$ cat src/rtl/acc_wrapp_pkg.sv
// Shared pipe types, accumulator state encoding and signed clip helpers
// for the accumulation stage that follows the systolic-array multiplier.
package acc_wrapp_pkg;

    typedef enum logic [1:0] {
        FIXED_POINT_GENERIC = 2'd0,
        FIXED_POINT_FRAC    = 2'd1,
        INT_ONLY            = 2'd2
    } arith_type_t;

    typedef struct packed {
        int int_wdt;
        int frac_wdt;
    } fxp_cfg_t;

    typedef struct packed {
        int          word_wdt;
        fxp_cfg_t    fxp_cfg;
        arith_type_t arith_type;
        logic        arith_satur;
    } arith_cfg_t;

    localparam arith_cfg_t C_ARITH_CFG_DEF = '{
        word_wdt:    16,
        fxp_cfg:     '{int_wdt: 8, frac_wdt: 8},
        arith_type:  FIXED_POINT_GENERIC,
        arith_satur: 1'b1
    };

    localparam int C_PIPE_WORD_WDT      = 16;
    localparam int C_PIPE_DATA_TYPE_WDT = 2;

    typedef struct packed {
        logic [C_PIPE_WORD_WDT-1:0]      data_word;
        logic                            data_val;
        logic [C_PIPE_DATA_TYPE_WDT-1:0] data_type;
        logic                            data_last;
    } pipe_data_t;

    typedef enum logic {
        IDLE  = 1'b0,
        ACCUM = 1'b1
    } acc_state_t;

    function automatic int acc_wdt_calc(input int word_wdt, input int guard_wdt);
        return word_wdt + guard_wdt;
    endfunction

    // Reinterpret the low in_wdt bits of val as a signed number.
    function automatic logic signed [63:0] sext_to64(input logic signed [63:0] val, input int in_wdt);
        return (val <<< (64 - in_wdt)) >>> (64 - in_wdt);
    endfunction

    function automatic logic satur_flag(input logic signed [63:0] val, input int in_wdt,
                                        input int out_wdt);
        logic signed [63:0] v;
        logic signed [63:0] lim;
        v   = sext_to64(val, in_wdt);
        lim = 64'sd1 <<< (out_wdt - 1);
        return (v >= lim) || (v < -lim);
    endfunction

    function automatic logic signed [63:0] sat_clip(input logic signed [63:0] val, input int in_wdt,
                                                    input int out_wdt);
        logic signed [63:0] v;
        logic signed [63:0] lim;
        v   = sext_to64(val, in_wdt);
        lim = 64'sd1 <<< (out_wdt - 1);
        if (v >= lim) begin
            return lim - 64'sd1;
        end
        if (v < -lim) begin
            return -lim;
        end
        return v;
    endfunction

endpackage

$ cat src/rtl/acc_wrapp_del_chain.sv
// Enable-gated delay line of DEL_CYC_LEN registers; zero length is a wire.
module del_chain #(
    parameter int WORD_WDT    = 1,
    parameter int DEL_CYC_LEN = 0
) (
    input  logic                clk,
    input  logic                rst_n,
    input  logic                clk_en,
    input  logic [WORD_WDT-1:0] din,
    output logic [WORD_WDT-1:0] dout
);

    generate
        if (DEL_CYC_LEN == 0) begin : g_pass
            logic unused_ctrl;
            assign unused_ctrl = clk ^ rst_n ^ clk_en;
            assign dout        = din;
        end else begin : g_del
            logic [WORD_WDT-1:0] del_q [DEL_CYC_LEN];

            always_ff @(posedge clk or negedge rst_n) begin
                if (!rst_n) begin
                    for (int i = 0; i < DEL_CYC_LEN; i++) begin
                        del_q[i] <= '0;
                    end
                end else if (clk_en) begin
                    del_q[0] <= din;
                    for (int i = 1; i < DEL_CYC_LEN; i++) begin
                        del_q[i] <= del_q[i-1];
                    end
                end
            end

            assign dout = del_q[DEL_CYC_LEN-1];
        end
    endgenerate

endmodule

$ cat src/rtl/acc_wrapp.sv
// Sums the valid products of one dot-product sequence in a guarded accumulator
// and emits one clipped result word, with term count, when data_last arrives.
module acc_wrapp
    import acc_wrapp_pkg::*;
#(
    parameter arith_cfg_t ACC_ARITH_CFG   = C_ARITH_CFG_DEF,
    parameter int         ACC_GUARD_WDT   = 8,
    parameter int         ACC_CNT_WDT     = 10,
    parameter int         ACC_OUT_CYC_LEN = 1
) (
    input  logic                   clk,
    input  logic                   rst_n,
    input  logic                   clk_en,
    input  pipe_data_t             acc_in,
    output pipe_data_t             acc_res,
    output logic [ACC_CNT_WDT-1:0] acc_len,
    output logic                   acc_ovf,
    output logic                   acc_type_err
);

    localparam int W       = ACC_ARITH_CFG.word_wdt;
    localparam int ACC_WDT = acc_wdt_calc(W, ACC_GUARD_WDT);
    localparam bit SATUR   = ACC_ARITH_CFG.arith_satur;
    localparam int TW      = C_PIPE_DATA_TYPE_WDT;

    typedef struct packed {
        logic [W-1:0]           word;
        logic [TW-1:0]          dtype;
        logic [ACC_CNT_WDT-1:0] len;
        logic                   val;
    } res_t;

    localparam int RES_WDT = $bits(res_t);

    acc_state_t               state_q;
    logic [ACC_WDT-1:0]       acc_q;
    logic [ACC_CNT_WDT-1:0]   cnt_q;
    logic [TW-1:0]            type_q;
    logic                     ovf_q;
    logic                     type_err_q;
    res_t                     res_p0;
    res_t                     res_out;

    logic [ACC_WDT-1:0]       term_sx;
    logic [ACC_WDT-1:0]       acc_base;
    logic [ACC_WDT-1:0]       acc_sum;
    logic signed [63:0]       sum_wide;
    logic                     add_ovf;
    logic                     out_clip;
    logic [W-1:0]             res_word;
    logic [ACC_CNT_WDT-1:0]   cnt_nxt;
    logic [TW-1:0]            seq_type;

    always_comb begin
        term_sx  = {{ACC_GUARD_WDT{acc_in.data_word[W-1]}}, acc_in.data_word[W-1:0]};
        // An idle accumulator contributes zero, so the first term of a sequence
        // and a single-element sequence share the same adder path.
        acc_base = (state_q == ACCUM) ? acc_q : '0;
        sum_wide = {{(64-ACC_WDT){acc_base[ACC_WDT-1]}}, acc_base}
                 + {{(64-ACC_WDT){term_sx[ACC_WDT-1]}}, term_sx};

        add_ovf = 1'b0;
        acc_sum = sum_wide[ACC_WDT-1:0];
        if (SATUR) begin
            add_ovf = satur_flag(sum_wide, 64, ACC_WDT);
            acc_sum = ACC_WDT'(sat_clip(sum_wide, 64, ACC_WDT));
        end

        out_clip = 1'b0;
        res_word = acc_sum[W-1:0];
        if (SATUR) begin
            out_clip = satur_flag(64'(acc_sum), ACC_WDT, W);
            res_word = W'(sat_clip(64'(acc_sum), ACC_WDT, W));
        end

        if (state_q == IDLE) begin
            cnt_nxt = ACC_CNT_WDT'(1);
        end else if (&cnt_q) begin
            cnt_nxt = cnt_q;
        end else begin
            cnt_nxt = cnt_q + ACC_CNT_WDT'(1);
        end

        seq_type = (state_q == IDLE) ? acc_in.data_type : type_q;
    end

    // Stage p0: accumulate, and register the result word on data_last
    always_ff @(posedge clk or negedge rst_n) begin
        if (!rst_n) begin
            state_q    <= IDLE;
            acc_q      <= '0;
            cnt_q      <= '0;
            type_q     <= '0;
            ovf_q      <= 1'b0;
            type_err_q <= 1'b0;
            res_p0     <= '0;
        end else if (clk_en) begin
            res_p0 <= '0;
            if (acc_in.data_val) begin
                if (state_q == ACCUM && acc_in.data_type != type_q) begin
                    type_err_q <= 1'b1;
                end
                if (add_ovf) begin
                    ovf_q <= 1'b1;
                end
                if (acc_in.data_last) begin
                    state_q <= IDLE;
                    acc_q   <= '0;
                    cnt_q   <= '0;
                    res_p0  <= '{word: res_word, dtype: seq_type, len: cnt_nxt, val: 1'b1};
                    if (out_clip) begin
                        ovf_q <= 1'b1;
                    end
                end else begin
                    state_q <= ACCUM;
                    acc_q   <= acc_sum;
                    cnt_q   <= cnt_nxt;
                    type_q  <= seq_type;
                end
            end
        end
    end

    // Stages p1..: optional extra output delay
    del_chain #(
        .WORD_WDT    (RES_WDT),
        .DEL_CYC_LEN (ACC_OUT_CYC_LEN - 1)
    ) u_out_del (
        .clk    (clk),
        .rst_n  (rst_n),
        .clk_en (clk_en),
        .din    (res_p0),
        .dout   (res_out)
    );

    assign acc_res.data_word = C_PIPE_WORD_WDT'(res_out.word);
    assign acc_res.data_val  = res_out.val;
    assign acc_res.data_type = res_out.dtype;
    assign acc_res.data_last = res_out.val;
    assign acc_len           = res_out.len;
    assign acc_ovf           = ovf_q;
    assign acc_type_err      = type_err_q;

endmodule
$ cat config.mk
export PLATFORM = sky130hd
export DESIGN_NAME = acc_wrapp
export DESIGN_NICKNAME = d
export VERILOG_FILES = /design/src/rtl/acc_wrapp_pkg.sv /design/src/rtl/acc_wrapp_del_chain.sv /design/src/rtl/acc_wrapp.sv
export SDC_FILE = /design/constraint.sdc
export NUM_CORES = 1
export LEC_CHECK = 0
export ABC_AREA = 1
export CAP_MARGIN = 20
export CORE_AREA = 5 5 150 152
export DETAILED_ROUTE_END_ITERATION = 7
export DIE_AREA = 0 0 155 157
export GPL_TIMING_DRIVEN = 0
export PLACE_DENSITY_LB_ADDON = 0.1
export SETUP_SLACK_MARGIN = 0.15
export SLEW_MARGIN = 40
export SYNTH_ARGS = -nofsm -noshare
export SYNTH_HDL_FRONTEND = slang
export SYNTH_SLANG_ARGS = --single-unit
$ cat constraint.sdc
create_clock -name clk -period 3.2 [get_ports clk]
set_input_delay 0.32 -clock clk [delete_from_list [all_inputs] [get_ports clk]]
set_output_delay 0.32 -clock clk [all_outputs]
set_load 0.1 [all_outputs]
==> results of run 1 <==
-- kinds of logic (layout without fill, tap and decap cells) --
kind of cell,Yosys count,after routing,share of synthesized area [%]
AO/OA/AOI/OAI,121,121,13.8
XOR/XNOR,19,19,3.39
adder cells (fa/ha/maj),26,26,6.78
buffers and inverters,125,217,10.3
flip-flops,68,68,34.6
AND/OR/NAND/NOR,357,358,31.1
-- final timing paths --
check | cells after the start | startpoint | endpoint
max | 25 | state_q$_DFFE_PN0P_ | res_p0[21]$_DFFE_PN0P_
min | 2 | rst_n | res_p0[21]$_DFFE_PN0P_
max reg2reg | 25 | state_q$_DFFE_PN0P_ | res_p0[21]$_DFFE_PN0P_
min reg2reg | 2 | res_p0[24]$_DFFE_PN0P_ | res_p0[24]$_DFFE_PN0P_
max in group asynchronous | 3 | rst_n | acc_q[17]$_DFFE_PN0P_
min in group clk | 2 | res_p0[24]$_DFFE_PN0P_ | res_p0[24]$_DFFE_PN0P_
-- layout make-up --
type,instances,area [sq um]
inverter,103,393
clock inverter,5,75.1
multi-input combinational,524,3390
fill,2237,13900
clock buffer,11,243
timing repair buffer,76,661
sequential,68,1700
tap,275,344
buffer,22,209
-- worst max-delay path, cell delays in order, from the launching register on --
cell and delay (ps):
dfrtp_1 370, clkbuf_8 140, clkbuf_16 150, clkbuf_16 160
nand2_4 50, inv_2 40, ha_4 160, fa_2 370
nand2_2 100, nand2_2 60, nand3_2 80, nand2_2 80
nand2_2 80, nand4_1 130, nand2_4 150, inv_4 90
nand2_8 100, nand2_1 110, nor2_2 140, nand3_2 110
nand2_4 120, buf_12 110, buf_8 110, nand2_2 60
nand3_2 60, nand2_1 50
-- placed cells by master, fill, tap and decap left out, drive strengths merged --
cell type	count
and2	1
clkbuf	28
o21bai	4
xor2	13
dlygate4sd3	1
buf	59
ha	25
dlymetal6s2s	1
or2	3
a21oi	43
o21ai	51
inv	101
clkinv	4
nand4	9
bufinv	2
clkinvlp	1
nor3	7
dfrtp	68
fa	1
a31o	1
a31oi	1
nor2	44
nand3	38
o211ai	2
nand2	256
clkdlybuf4s50	20
xnor2	6
o22ai	9
o31ai	1
a22o	9
-- registers in the layout, summed over array words and instances, names as in the netlist --
name          count
state_q           1
acc_q            24
type_q            2
acc_type_err      1
cnt_q            10
acc_ovf           1
res_p0           29
-- repair_timing --
item | 4_1_cts | 5_1_grt
hold buffers | 1 | 0
setup buffers | 12 | 5
resized for setup | 103 | 66
cloned | 2 | 2
pin swaps | 24 | 27
endpoints found under the hold margin | 24 | 0
endpoints found under the setup margin | 37 | 31
-- layer usage --
| layer | track usage (%) | vias up |
|---|---|---|
| met2 | 23.6 | 60 |
| li1 | - | 2457 |
| met4 | 3.45 | 0 |
| met5 | 0 | - |
| met3 | 1.98 | 12 |
| met1 | 19.0 | 2319 |
-- through the flow --
stage | setup WS, ps | hold slack, ps | cells | setup TNS (ps) | util, %
after floorplan | 194 | 24.4 | 716 | 0 | -
after global placement | -742 | 471 | 1045 | -58820 | 27.8
after detailed placement | -409 | 206 | 1046 | -8480 | 27.2
after CTS | -135 | 430 | 1077 | -1680 | 31.9
after global routing | -271 | 446 | 1084 | -4290 | 33.6
final | -95.8 | 423 | 1084 | -917 | 33.6
-- synthesized netlist by cell type, types with 2 or more instances --
| cell | instances |
|---|---|
| clkbuf_1 | 15 |
| o22ai_1 | 9 |
| nand2_2 | 12 |
| a21oi_1 | 42 |
| nor2_2 | 8 |
| o21ai_0 | 51 |
| nand3_1 | 36 |
| o211ai_1 | 2 |
| a22o_1 | 9 |
| buf_4 | 2 |
| dfrtp_1 | 68 |
| inv_1 | 101 |
| nor3_1 | 7 |
| buf_6 | 2 |
| xnor2_1 | 6 |
| nand2_1 | 238 |
| nand3_2 | 2 |
| nand2_4 | 5 |
| o21bai_1 | 4 |
| or2_2 | 2 |
| xor2_1 | 13 |
| nor2_1 | 36 |
| nand4_1 | 9 |
| buf_2 | 2 |
| ha_1 | 25 |
-- power groups by stage --
stage / sequential, uW / clock, uW / combinational (uW)
6_report: 1090 / 1080 / 2970
5_1_grt: 1110 / 1140 / 3220
4_1_cts: 1100 / 1110 / 2660
3_5_place_dp: 1110 / 0 / 2080
3_3_place_gp: 1110 / 0 / 2120
2_1_floorplan: 1380 / 0 / 1250
==> impl_metrics.tcl, run 1 <==
set metrics [dict create \
    end_kind "register" \
    leakage_uw 0.00347 \
    finalHoldViolCount 0 \
    top_layer_used "met4" \
    p_comb_share_pct 57.7 \
    fin_area_sq_um 7020 \
    synthFlopType "dfrtp_1" \
    p_per_area_nw_per_um2 732 \
    cts_inserted_buffers 9 \
    avgSynthCellArea_sq_um 6.86 \
    clock_path_buffers 2 \
    start_util_pct 23.5 \
    grt_pass1_wl_mm 27.4 \
    synth_edf_count 0 \
    p_clk_share_pct 20.9 \
    die_area_sq_um 24300 \
    yosys-top-cells-area "dfrtp_1 (35%), nand2_1 (18%), inv_1 (7.7%)" \
    max-cap-violations 0 \
    htreeDepth 3 \
    wl_met2_mm 8.02 \
    setup_slack_ps -95.8 \
    io_pins 55 \
    ir_worst_vdd_mv 0.245 \
    finalPower_uw 5140 \
    hpwl_mm 12.8 \
    yosysUniqueCellTypes 35 \
    yosys_warnings 0 \
    firstDrtPassIters 4 \
    drt_iter0_drc 216 \
    synth_nets 765 \
    synth_async_sr_flop_share_pct 100 \
    syn_area_sq_um 4910 \
    syn_inst 716 \
    overflow 0 \
    track_usage_pct 14.0 \
    rows 53 \
    status "finished, violations left" \
    drt-total-wl_mm 16.8 \
    met3WireLength_um 440 \
    post-route-period-util_pct 103 \
    swShare_pct 45.4 \
    start_kind "register" \
    wl_met1_mm 8.19 \
    gp_congestion 0.852 \
    synth_area_leader_cell "dfrtp_1" \
    diodes 0 \
    drive_above_1_share_pct 26.8 \
    ys_seq_area_share_pct 34.6 \
    yosys_register_bits 68 \
    finalSetupViolCount 13 \
    min_path_type "primary input to async pin" \
    rsz0062_at_grt "yes" \
    crit_type "register to register" \
    p_sw_uw 2330 \
    grt_max_degree 45 \
    avgViaCountPerCell 4.47 \
    p_seq_share_pct 21.3 \
    path_clk_slew_ps 60 \
    ant_nets 0 \
    crit_fanout 5 \
    violations "setup timing" \
    crit_required_ps 3420 \
    tightest_slew_ps 561 \
    max_freq_mhz 303 \
    ff2ff_setup_slack_ps -100 \
    route.vias.total 4848 \
    areaGrowthSynthToFinish_pct 42.9 \
    portBuffers 54 \
    clock_latency_ps 330 \
    slew_headroom_pct 62.6 \
    skew_ps 8.12 \
    worst_ep_arrival_time_ps 3510 \
    dpl_cell_area_sq_um 5680 \
    nNetsFinal 853 \
    min_period_ps 3300 \
    tritoncts "built" \
    wl_per_cell_um 15.5 \
    root_buffer "clkbuf_16" \
    drc_errors 0 \
    die_y_um 157 \
    cts.sinks 68 \
    grt_pass1_vias 5113 \
    maxSlewViolCount 0 \
    die_width_um 155 \
    core_area_sq_um 20900 \
    antenna_found_initial 0 \
    yosys.area.top_type_share_pct 34.6 \
    p_int_uw 2810 \
]
Power figures use the tool's default switching activity.
==> run 2: changes to the inputs <==
--- a/config.mk
+++ b/config.mk
@@ -8,6 +8,7 @@
 export ABC_AREA = 1
 export CAP_MARGIN = 20
 export CORE_AREA = 5 5 150 152
+export CTS_CLUSTER_SIZE = 30
 export DETAILED_ROUTE_END_ITERATION = 7
 export DIE_AREA = 0 0 155 157
 export GPL_TIMING_DRIVEN = 0
==> results of run 2 <==
Final layout, timing and power as in run 1 (identical DEF).
==> RTL edit (settings of run 1) <==
Change the package constant `C_PIPE_DATA_TYPE_WDT` from 2 to 4.
--- a/src/rtl/acc_wrapp_pkg.sv
+++ b/src/rtl/acc_wrapp_pkg.sv
@@ -28,7 +28,7 @@
     };
 
     localparam int C_PIPE_WORD_WDT      = 16;
-    localparam int C_PIPE_DATA_TYPE_WDT = 2;
+    localparam int C_PIPE_DATA_TYPE_WDT = 4;
 
     typedef struct packed {
         logic [C_PIPE_WORD_WDT-1:0]      data_word;
Ports: changed (resized acc_in and acc_res); port bits go from 55 to 59. No check against the original RTL was run, so the function may have changed too.
==> RTL edit against run 1 <==
- total power is 2.7% higher
- combinational power is 2% lower
- utilization is 0.18 points higher
- sequential cell count is 4 higher
- synthesized area is 3.3% higher
- sequential share of layout area is 1.3 points higher
- routed wire length is 0.41% lower
- setup slack better by 0.037 ns
- worst hold slack better by 0.035 ns
- the flow still finishes with violations (negative setup slack)
- design area is 0.53% higher
- maximum frequency is 1.1% higher
==> RTL edit: results (changes against run 1) <==
### Timing
• 0.007343 ns — Worst Skew, -0.0007773 ns
• -0.05926 ns — worst path setup slack after routing, +0.03653 ns
• 52.38% — worst rel slew slack, -10 points
• -0.07767 ns — setup TNS, +0.8395 ns
• 3 — number of failing setup endpoints in the final timing report, -10

### Pwr
• 3.494 nW — leakage power of the design, +0.70%
• 1.18 mW — flip-flop and latch power, +8%
• 22.3% — clock network fraction of total power, +1.4 points
• 0.3584 mV — peak supply drop, +47%
• 45.61% — sw frac, +0.23 points
• 5.275 mW — total chip power, +2.7%

### Route
• 216 — starting DRC count in detailed routing, unchanged
• 4938 — number of vias after detailed routing, +1.9%
• 4 — DR pass1 iterations, unchanged
• 15.45 um — post-detailed-route wirelength per cell, -0.50%
• 16770 um — routed wire length, -0.41%

### Global route
• 0 — initial antenna violation count, unchanged
• 41 — maximum number of pins on one net before global-route repair, -8.9%
• 26900 um — first-pass GRT wire length, -1.8%
• 13.87% — GRT Total Usage, -0.16 points
• 5149 — number of global-route vias before repair, +0.70%

### Synthesis
• 0 — Synth warnings, unchanged
• 3.796% — post-synthesis xor/xnor area fraction, +0.41 points
• 35.49% — area fraction of the dominant cell type after synthesis, +0.85 points
• 0% — fraction of synthesized area in multiplexers, unchanged
• 100.0% — share of flip-flops with an asynchronous set or reset after synthesis, unchanged
• 6.557% — Post-Synth Adder-Cell Area, -0.22 points
• sky130_fd_sc_hd__dfrtp_1 — primary flip-flop cell chosen by synthesis mapping
• 763 — net count after synthesis, -0.26%
• 15.31% — area fraction in compound gates after synthesis, +1.5 points
• sky130_fd_sc_hd__dfrtp_1 (35%), sky130_fd_sc_hd__nand2_1 (17%), sky130_fd_sc_hd__inv_1 (7.0%) — largest cells by area after synthesis
• 7.129 um^2 — Avg Synthesized Cell Area, +3.9%
• sky130_fd_sc_hd__nand2_1 (231), sky130_fd_sc_hd__inv_1 (95), sky130_fd_sc_hd__dfrtp_1 (72) — Commonest cells post-synth
• 35.49% — sequential-to-total area share from yosys stat, +0.85 points
• 37 — library cells used by synthesis, +5.7%

### Run status
• negative setup slack — violations in the final reports
• finished, violations left — run status

### Clocking
• sky130_fd_sc_hd__clkbuf_16 — clock root cell
• 0.06 ns — Worst-path clk slew, about the same
• 3 — CTS H-Tree Depth, unchanged
• 9 — total clock buffers created by CTS, unchanged
• 0.34 ns — clock insertion delay at the later pin of the skew report
• 2 — Max clock buf depth, unchanged

### Placed design
• 12870 um — Detailed Place HPWL, +0.77%
• 1046 — number of placed cells counting well taps, unchanged
• -0.3814 ns — post-place setup slack, +0.02739 ns
• 58 — buffers added on ports, +7.4%
• 0.8291 — gpl congestion, -2.7%

### Finish
• 25.80% — proportion of layout cells with a drive suffix above 1, -1.0 points
• res_p0: 31 flops, acc_q: 24 flops, cnt_q: 10 flops — Largest regs
• 856 — layout net count, +0.35%
• 0 — antenna diode count, unchanged

### Hold path
• reg -> reg — type of the most critical hold path

### Critical path
• 3.48 ns — critical path arrival, -0.03 ns
• 10 — maximum fanout along the worst path, +5

-- RTL edit: layout make-up --
cell class | instances | area (um^2)
buffer | 19 | 161.4
clock buffer | 11 | 242.7
clock inverter | 5 | 103.9
fill | 2229 | 13830
inverter | 100 | 386.6
multi-input combinational | 521 | 3391
sequential | 72 | 1802
tap | 275 | 344.1
timing repair buffer | 82 | 624.3
-- RTL edit: path summary, 6_finish.rpt --
kind,cells past startpoint,start,endpoint
worst max-delay path,23,state_q,res_p0[17]
worst min-delay path,2,acc_ovf,acc_ovf
min in group asynchronous,2,rst_n,res_p0[19]
worst max register to register,23,state_q,res_p0[17]
worst min register to register,2,acc_ovf,acc_ovf
max in group asynchronous,3,rst_n,res_p0[10]
-- RTL edit: worst max-delay path, cell delays in order, from the launching register on --
cell and delay (ns):
sky130_fd_sc_hd__dfrtp_1 0.36, sky130_fd_sc_hd__clkbuf_8 0.14, sky130_fd_sc_hd__clkbuf_16 0.15, sky130_fd_sc_hd__clkbuf_16 0.16
sky130_fd_sc_hd__nand2_4 0.06, sky130_fd_sc_hd__inv_4 0.03, sky130_fd_sc_hd__ha_4 0.15, sky130_fd_sc_hd__fa_2 0.34
sky130_fd_sc_hd__nand2_2 0.11, sky130_fd_sc_hd__nand2_4 0.07, sky130_fd_sc_hd__nand3_4 0.07, sky130_fd_sc_hd__nand2_4 0.06
sky130_fd_sc_hd__nand2_4 0.08, sky130_fd_sc_hd__nand4_1 0.14, sky130_fd_sc_hd__nand2_4 0.15, sky130_fd_sc_hd__inv_6 0.07
sky130_fd_sc_hd__nand2_8 0.12, sky130_fd_sc_hd__buf_4 0.14, sky130_fd_sc_hd__clkinvlp_4 0.14, sky130_fd_sc_hd__buf_4 0.18
sky130_fd_sc_hd__a31oi_4 0.18, sky130_fd_sc_hd__nand2_1 0.09, sky130_fd_sc_hd__nand3_2 0.08, sky130_fd_sc_hd__nand2_1 0.06
-- RTL edit: per-stage QoR --
| step | cell area, um^2 | hold WS (ns) | util (%) |
|---|---|---|---|
| global placement | 6038 | 0.4532 | 28.91 |
| finish | 7056 | 0.4589 | 33.78 |
| CTS | 6595 | 0.4596 | 31.57 |
| global route | 7056 | 0.4730 | 33.78 |
| floorplan | 5114 | 0.02441 | - |
| detailed placement | 5889 | 0.2634 | 28.19 |
-- RTL edit: repair_timing --
action | in CTS | in global routing
cloned | 1 | 0
resized for setup | 48 | 93
buffers inserted | 11 | 10
pin swaps | 23 | 26
endpoints found under the hold margin | 39 | 0
hold buffers | 1 | 0
setup endpoints to repair | 32 | 33
-- RTL edit: routing by layer --
layer | global-route usage (%) | routed length [um] | vias up
met3 | 2.007 | 515 | 15
met1 | 18.88 | 7939 | 2375
li1 | - | - | 2478
met5 | 0 | 0 | -
met4 | 3.743 | 207 | 0
met2 | 23.11 | 8104 | 70
